--- src/rtl/pwm_multi_channel.sv ---
// -----------------------------------------------------------------------------
// pwm_multi_channel
//
// Multi-channel PWM generator for the filter/actuator output stage. All
// channels share one period counter. The period length and the counting style
// (edge- or center-aligned) are taken from the inputs only at a reload. Each
// channel has a shadow duty register that software may write at any time. The
// active duty register picks up the shadow value only at a reload, so an
// output never changes its duty in the middle of a period.
//
// A reload happens in every cycle with enable low, and at the period boundary
// while enabled. While disabled, the block therefore sits in its reload state
// with cnt=0. The first enabled cycle then counts from 0 using the newest
// shadow, period and mode values.
//
// Ports:
//   clk           system clock
//   reset         asynchronous, active-high reset
//   enable        run the counter; low holds the reload state with outputs low
//   period_val    period setting P (WIDTH bits), sampled only at reload
//   center_mode   0 = edge-aligned, 1 = center-aligned, sampled only at reload
//   duty_in       packed duty values, channel ch at [ch*WIDTH +: WIDTH]
//   duty_wr       per-channel write strobe into the duty shadow registers
//   pwm_out       registered PWM outputs, one per channel
//   period_start  one-cycle strobe on the first output cycle of each period
// -----------------------------------------------------------------------------
module pwm_multi_channel #(
    parameter int WIDTH    = 8,
    parameter int CHANNELS = 4
) (
    input  logic                      clk,
    input  logic                      reset,
    input  logic                      enable,
    input  logic [WIDTH-1:0]          period_val,
    input  logic                      center_mode,
    input  logic [CHANNELS*WIDTH-1:0] duty_in,
    input  logic [CHANNELS-1:0]       duty_wr,
    output logic [CHANNELS-1:0]       pwm_out,
    output logic                      period_start
);

    typedef enum logic {
        DIR_UP   = 1'b0,
        DIR_DOWN = 1'b1
    } dir_e;

    localparam logic [WIDTH-1:0] CNT_ONE  = WIDTH'(1);
    localparam logic [WIDTH-1:0] CNT_ZERO = '0;

    // Shared counter state and the period/mode captured at the last reload.
    logic [WIDTH-1:0] cnt_q,    cnt_d;
    dir_e             dir_q,    dir_d;
    logic [WIDTH-1:0] period_q, period_d;
    logic             mode_q,   mode_d;

    // Per-channel shadow (software-visible) and active (compared) duties.
    logic [WIDTH-1:0] shadow_q [CHANNELS];
    logic [WIDTH-1:0] shadow_d [CHANNELS];
    logic [WIDTH-1:0] duty_q   [CHANNELS];
    logic [WIDTH-1:0] duty_d   [CHANNELS];

    logic [CHANNELS-1:0] pwm_q,    pwm_d;
    logic                pstart_q, pstart_d;

    logic boundary;
    logic reload;

    // -------------------------------------------------------------------------
    // Period boundary and reload detection
    // -------------------------------------------------------------------------
    // In edge mode the last count of a period is cnt==P. In center mode the
    // counter goes up to P-1, holds one cycle while it turns, and then comes
    // back down. The last count is therefore cnt==0 on the way down. When the
    // period is zero in center mode, the up and down halves are both empty,
    // so every cycle is a boundary.
    always_comb begin
        // NOTE: every signal driven here gets a default value before any
        // branch. A path that leaves a signal unassigned would infer a latch.
        boundary = 1'b0;
        if (!mode_q) begin
            boundary = (cnt_q == period_q);
        end else if (period_q == CNT_ZERO) begin
            boundary = 1'b1;
        end else begin
            boundary = (dir_q == DIR_DOWN) && (cnt_q == CNT_ZERO);
        end
        reload = !enable || boundary;
    end

    // -------------------------------------------------------------------------
    // Counter next state
    // -------------------------------------------------------------------------
    // The counter never goes above period_q in edge mode and never goes above
    // period_q-1 in center mode. This holds even for P = 2^WIDTH-1, so the
    // WIDTH-bit counter cannot wrap.
    always_comb begin
        cnt_d    = cnt_q;
        dir_d    = dir_q;
        period_d = period_q;
        mode_d   = mode_q;
        if (reload) begin
            cnt_d    = CNT_ZERO;
            dir_d    = DIR_UP;
            period_d = period_val;
            mode_d   = center_mode;
        end else if (!mode_q) begin
            cnt_d = cnt_q + CNT_ONE;
        end else if (dir_q == DIR_UP) begin
            // At the top of the up-count, turn around and repeat the same
            // count once. This makes the waveform symmetric about the middle
            // of the period.
            if (cnt_q == period_q - CNT_ONE) begin
                dir_d = DIR_DOWN;
            end else begin
                cnt_d = cnt_q + CNT_ONE;
            end
        end else begin
            cnt_d = cnt_q - CNT_ONE;
        end
    end

    // -------------------------------------------------------------------------
    // Duty registers
    // -------------------------------------------------------------------------
    // A write in the reload cycle goes straight to the active register as well
    // as to the shadow. This lets a write that arrives exactly at the boundary
    // take effect in the very next period.
    always_comb begin
        for (int ch = 0; ch < CHANNELS; ch++) begin
            shadow_d[ch] = shadow_q[ch];
            duty_d[ch]   = duty_q[ch];
            if (duty_wr[ch]) begin
                shadow_d[ch] = duty_in[ch*WIDTH +: WIDTH];
            end
            if (reload) begin
                duty_d[ch] = duty_wr[ch] ? duty_in[ch*WIDTH +: WIDTH] : shadow_q[ch];
            end
        end
    end

    // -------------------------------------------------------------------------
    // Output next state
    // -------------------------------------------------------------------------
    // Outputs are computed from the current count and the current active duty,
    // so pwm_out lags cnt by one cycle. period_start marks the cycle whose
    // count is the first count of a period. In center mode that count is
    // cnt==0 on the way up only.
    always_comb begin
        pwm_d = '0;
        for (int ch = 0; ch < CHANNELS; ch++) begin
            pwm_d[ch] = enable && (cnt_q < duty_q[ch]);
        end
        pstart_d = enable && (cnt_q == CNT_ZERO) && (!mode_q || (dir_q == DIR_UP));
    end

    // -------------------------------------------------------------------------
    // State registers
    // -------------------------------------------------------------------------
    always_ff @(posedge clk or posedge reset) begin
        if (reset) begin
            cnt_q    <= CNT_ZERO;
            dir_q    <= DIR_UP;
            period_q <= CNT_ZERO;
            mode_q   <= 1'b0;
            pwm_q    <= '0;
            pstart_q <= 1'b0;
        end else begin
            // NOTE: clocked state uses non-blocking assignments. All registers
            // then update together from the values present before the edge,
            // whatever order the statements are written in.
            cnt_q    <= cnt_d;
            dir_q    <= dir_d;
            period_q <= period_d;
            mode_q   <= mode_d;
            pwm_q    <= pwm_d;
            pstart_q <= pstart_d;
        end
    end

    // NOTE: the duty arrays are reset on purpose. After a reset the outputs
    // must stay low until software writes new duties, so neither the shadow
    // nor the active copy may keep a stale value.
    always_ff @(posedge clk or posedge reset) begin
        if (reset) begin
            for (int ch = 0; ch < CHANNELS; ch++) begin
                shadow_q[ch] <= CNT_ZERO;
                duty_q[ch]   <= CNT_ZERO;
            end
        end else begin
            for (int ch = 0; ch < CHANNELS; ch++) begin
                shadow_q[ch] <= shadow_d[ch];
                duty_q[ch]   <= duty_d[ch];
            end
        end
    end

    assign pwm_out      = pwm_q;
    assign period_start = pstart_q;

endmodule

--- config.mk ---
export PLATFORM = sky130hd
export DESIGN_NAME = pwm_multi_channel
export DESIGN_NICKNAME = d
export VERILOG_FILES = /design/src/rtl/pwm_multi_channel.sv
export SDC_FILE = /design/constraint.sdc
export NUM_CORES = 1
export LEC_CHECK = 0
export BUFFER_PORTS_ARGS = -buffer_cell sky130_fd_sc_hd__buf_2
export CORE_MARGIN = 2
export CORE_UTILIZATION = 40
export DETAILED_ROUTE_END_ITERATION = 10
export SLEW_MARGIN = 20
export SYNTH_ARGS = -nofsm -noshare
export SYNTH_HDL_FRONTEND = slang
export SYNTH_SLANG_ARGS = --single-unit
--- constraint.sdc ---
create_clock -name clk -period 2.9 [get_ports clk]
set_input_delay 0 -clock clk [delete_from_list [all_inputs] [get_ports clk]]
set_output_delay 0 -clock clk [all_outputs]
set_load 0.05 [all_outputs]
==> qor.txt <==
Hold WC Path Type - in2reg
Synth cell types - 46
CP Launch Point - cnt_q[5]$_DFFE_PP0P_
area delta synth->final - 25.3%
hold wc startpoint - duty_wr[1]
# IOs - 53
Setup Viol. Count Final - 0
routed len/inst - 14.7 um
Post-layout nets - 546
multi-input logic area - 2100 um^2
Top delay family on crit path - simple AND/OR/NAND/NOR gates
Max Cap Violations - 0
Worst Path Required - 3.12 ns
share of cells above drive strength 1 - 34.6%
die area - 12,200 um^2
Power, Total - 3.13 mW
first-pass GRT wire length - 15.8 mm
cells after synthesis - 365
syn_area_per_cell - 12.4 um^2
Sequential Area - 2180 um^2
initial antenna violation count - 0
crit path time final - 2.45 ns
clock buffer depth - 2
fillers - 966
CTS sink cnt - 87
clock latency on the worst-skew pair - 0.34 ns
max incr delay on CP - 0.69 ns
skew final - 0.00996 ns
clock tree root driver cell - clkbuf_16
Util after Layout - 51.9%
top-area cell type share of the netlist area - 48.0%
synth cell count leaders - 87 x dfrtp_1, 71 x mux2_2, 36 x inv_1, 32 x ha_1, 13 x nand2_1
routed wire length - 8.99 mm
CTS Buf Count - 9
syn nets - 445
Worst Max-Slew Pin Slew - 0.700 ns
reg2reg start - cnt_q[5]$_DFFE_PP0P_
synth top area cells - dfrtp_1 48%, mux2_2 18%, ha_1 8.8%
cell area power density - 551 nW/um^2
H-Tree Depth - 3
routed via count - 3,052
antenna viol nets, final - 0
CTS clock-pin slew for the worst setup and hold paths - 0.07 ns
worst vdd rail ir drop - 0.231 mV
#FFs+latches synth - 87
Synth Cell Area - 4530 um^2
status - completed
Bufs and invs on worst path - 1
Rel. slew slack - 53.3%
most common flop cell mapped by yosys - dfrtp_1
Fin Hold WS - 0.0697 ns
Starting Density - 41.4%
Syn. warnings - 0
n_diodes - 0
cell taking the most area after synthesis - dfrtp_1
Crit path arrival time - 2.67 ns
slowest CP cell - dfrtp_1
first-pass iteration count of the detailed router - 6
CP startpoint kind - flip-flop
Lkg Pwr - 2.71 nW
critical path class - reg2reg
critical path peak fanout - 20
count leader, synth - dfrtp_1
Fin. Hold Viols - 0
CP Capture Type - flip-flop
final period utilization - 84.4%
drt drc - 0
register area share after synthesis - 48.0%
Core ar. - 10,900 um^2
fmax - 409 MHz
fin. max-slew vios - 0
die span in y - 110 um
cts repair resizes - 0
number of enable flip-flop cells after synthesis - 0
PortBufs - 52
vias in the first global route - 3,201
Tot GR Track Use - 15.9%
largest net degree at the start of global routing - 58
setup TNS - 0 ns
Critical Path, Cell by Cell - xnor2_1 -> nand4b_1 -> or4_4 -> nand3_4 -> buf_12 -> mux2_2
vias per inst - 5.00
Rows - 38
1st-iter DRT viols - 115
RePlAce Congestion - 0.813
Final HPWL DP - 6.32 mm
grt ovf - 0
CTS tree - done
Die W - 110 um
async set-or-reset flop fraction in the synthesized netlist - 100%
RSZ-0062 raised after global routing - no
==> logic make-up (layout without fill, tap and decap cells) <==
logic type               after synthesis  in the layout  share of synthesized area (%)
multiplexers                          73             73                           18.2
buffers and inverters                 51            157                           5.60
flip-flops                            87             87                           48.0
AO/OA/AOI/OAI                         52             52                           8.28
XOR/XNOR                              14             14                           3.04
AND/OR/NAND/NOR                       56             56                           8.01
adder cells (fa/ha/maj)               32             32                           8.83
==> registers in the layout (all words and copies together) (netlist names) <==
register and flops:
duty_q 32, shadow_q 32, cnt_q 8, period_q 8, pwm_out 4, dir_q 1
mode_q 1, period_start 1
==> cells in the final DEF, fill, tap and decap left out, types with 3 or more instances in the layout <==
cell type / count
dfrtp_1: 87
mux2_2: 71
buf_2: 52
dlygate4sd3_1: 43
inv_1: 35
ha_1: 32
nand2_1: 13
a21o_1: 9
clkbuf_16: 9
nand2b_1: 8
o22ai_1: 8
buf_4: 8
xnor2_1: 7
o21ai_0: 7
a31oi_1: 5
xor2_1: 5
nand3_1: 5
o21bai_1: 5
nor3b_1: 4
nand4_1: 4
a211oi_1: 4
a211o_1: 4
nand3b_1: 3
nor3_1: 3
o2bb2ai_1: 3
clkinv_2: 3
==> area by class of cell <==
class                      count  area share (%)
multi-input combinational    227            37.0
sequential                    87            38.3
timing repair buffer         105            13.9
inverter                      36            2.42
clock buffer                   9            3.97
clock inverter                 7            1.26
tap                          140            3.09
==> worst paths after layout <==
| path | depth (start not counted) | endpoint | slack [ns] |
|---|---|---|---|
| max reg2reg | 6 | duty_q[13]$_DFFE_PP0N_ | 0.45 |
| max | 6 | duty_q[13]$_DFFE_PP0N_ | 0.45 |
| min in group asynchronous | 3 | duty_q[9]$_DFFE_PP0N_ | 0.33 |
| min | 2 | shadow_q[23]$_DFF_PP0_ | 0.07 |
| min reg2reg | 1 | shadow_q[23]$_DFF_PP0_ | 0.49 |
| max in group asynchronous | 4 | shadow_q[5]$_DFF_PP0_ | 1.87 |
==> worst reg2reg max path, cell delays in order, from the launching register on <==
cell      delay [ns]
dfrtp_1         0.69
xnor2_1         0.18
nand4b_1        0.11
or4_4           0.51
nand3_4         0.27
buf_12          0.21
mux2_2          0.35
==> what timing repair did <==
action                                 4_1_cts  5_1_grt
hold buffers                                43        0
endpoints found under the hold margin       97        0
setup buffers                                0        0
==> layer usage <==
layer	wire length, um	global-route usage (%)
met4	169	6.58
met1	4340	21.8
met5	0	0
met2	4190	25.4
met3	286	2.14
==> stage by stage <==
step | setup slack [ns] | area [um^2] | cells
after global routing | 0.315 | 5680 | 611
after floorplan | 0.650 | 4530 | 365
after CTS | 0.445 | 5680 | 611
after global placement | 0.522 | 4950 | 552
final | 0.453 | 5680 | 611
after detailed placement | 0.454 | 4950 | 552
==> power by group <==
part           switching (mW)  internal (mW)
Clock                   0.494          0.671
Combinational           0.241          0.292
Sequential             0.0808           1.35
Total                   0.816           2.31
(Power assumes the default switching activity.)
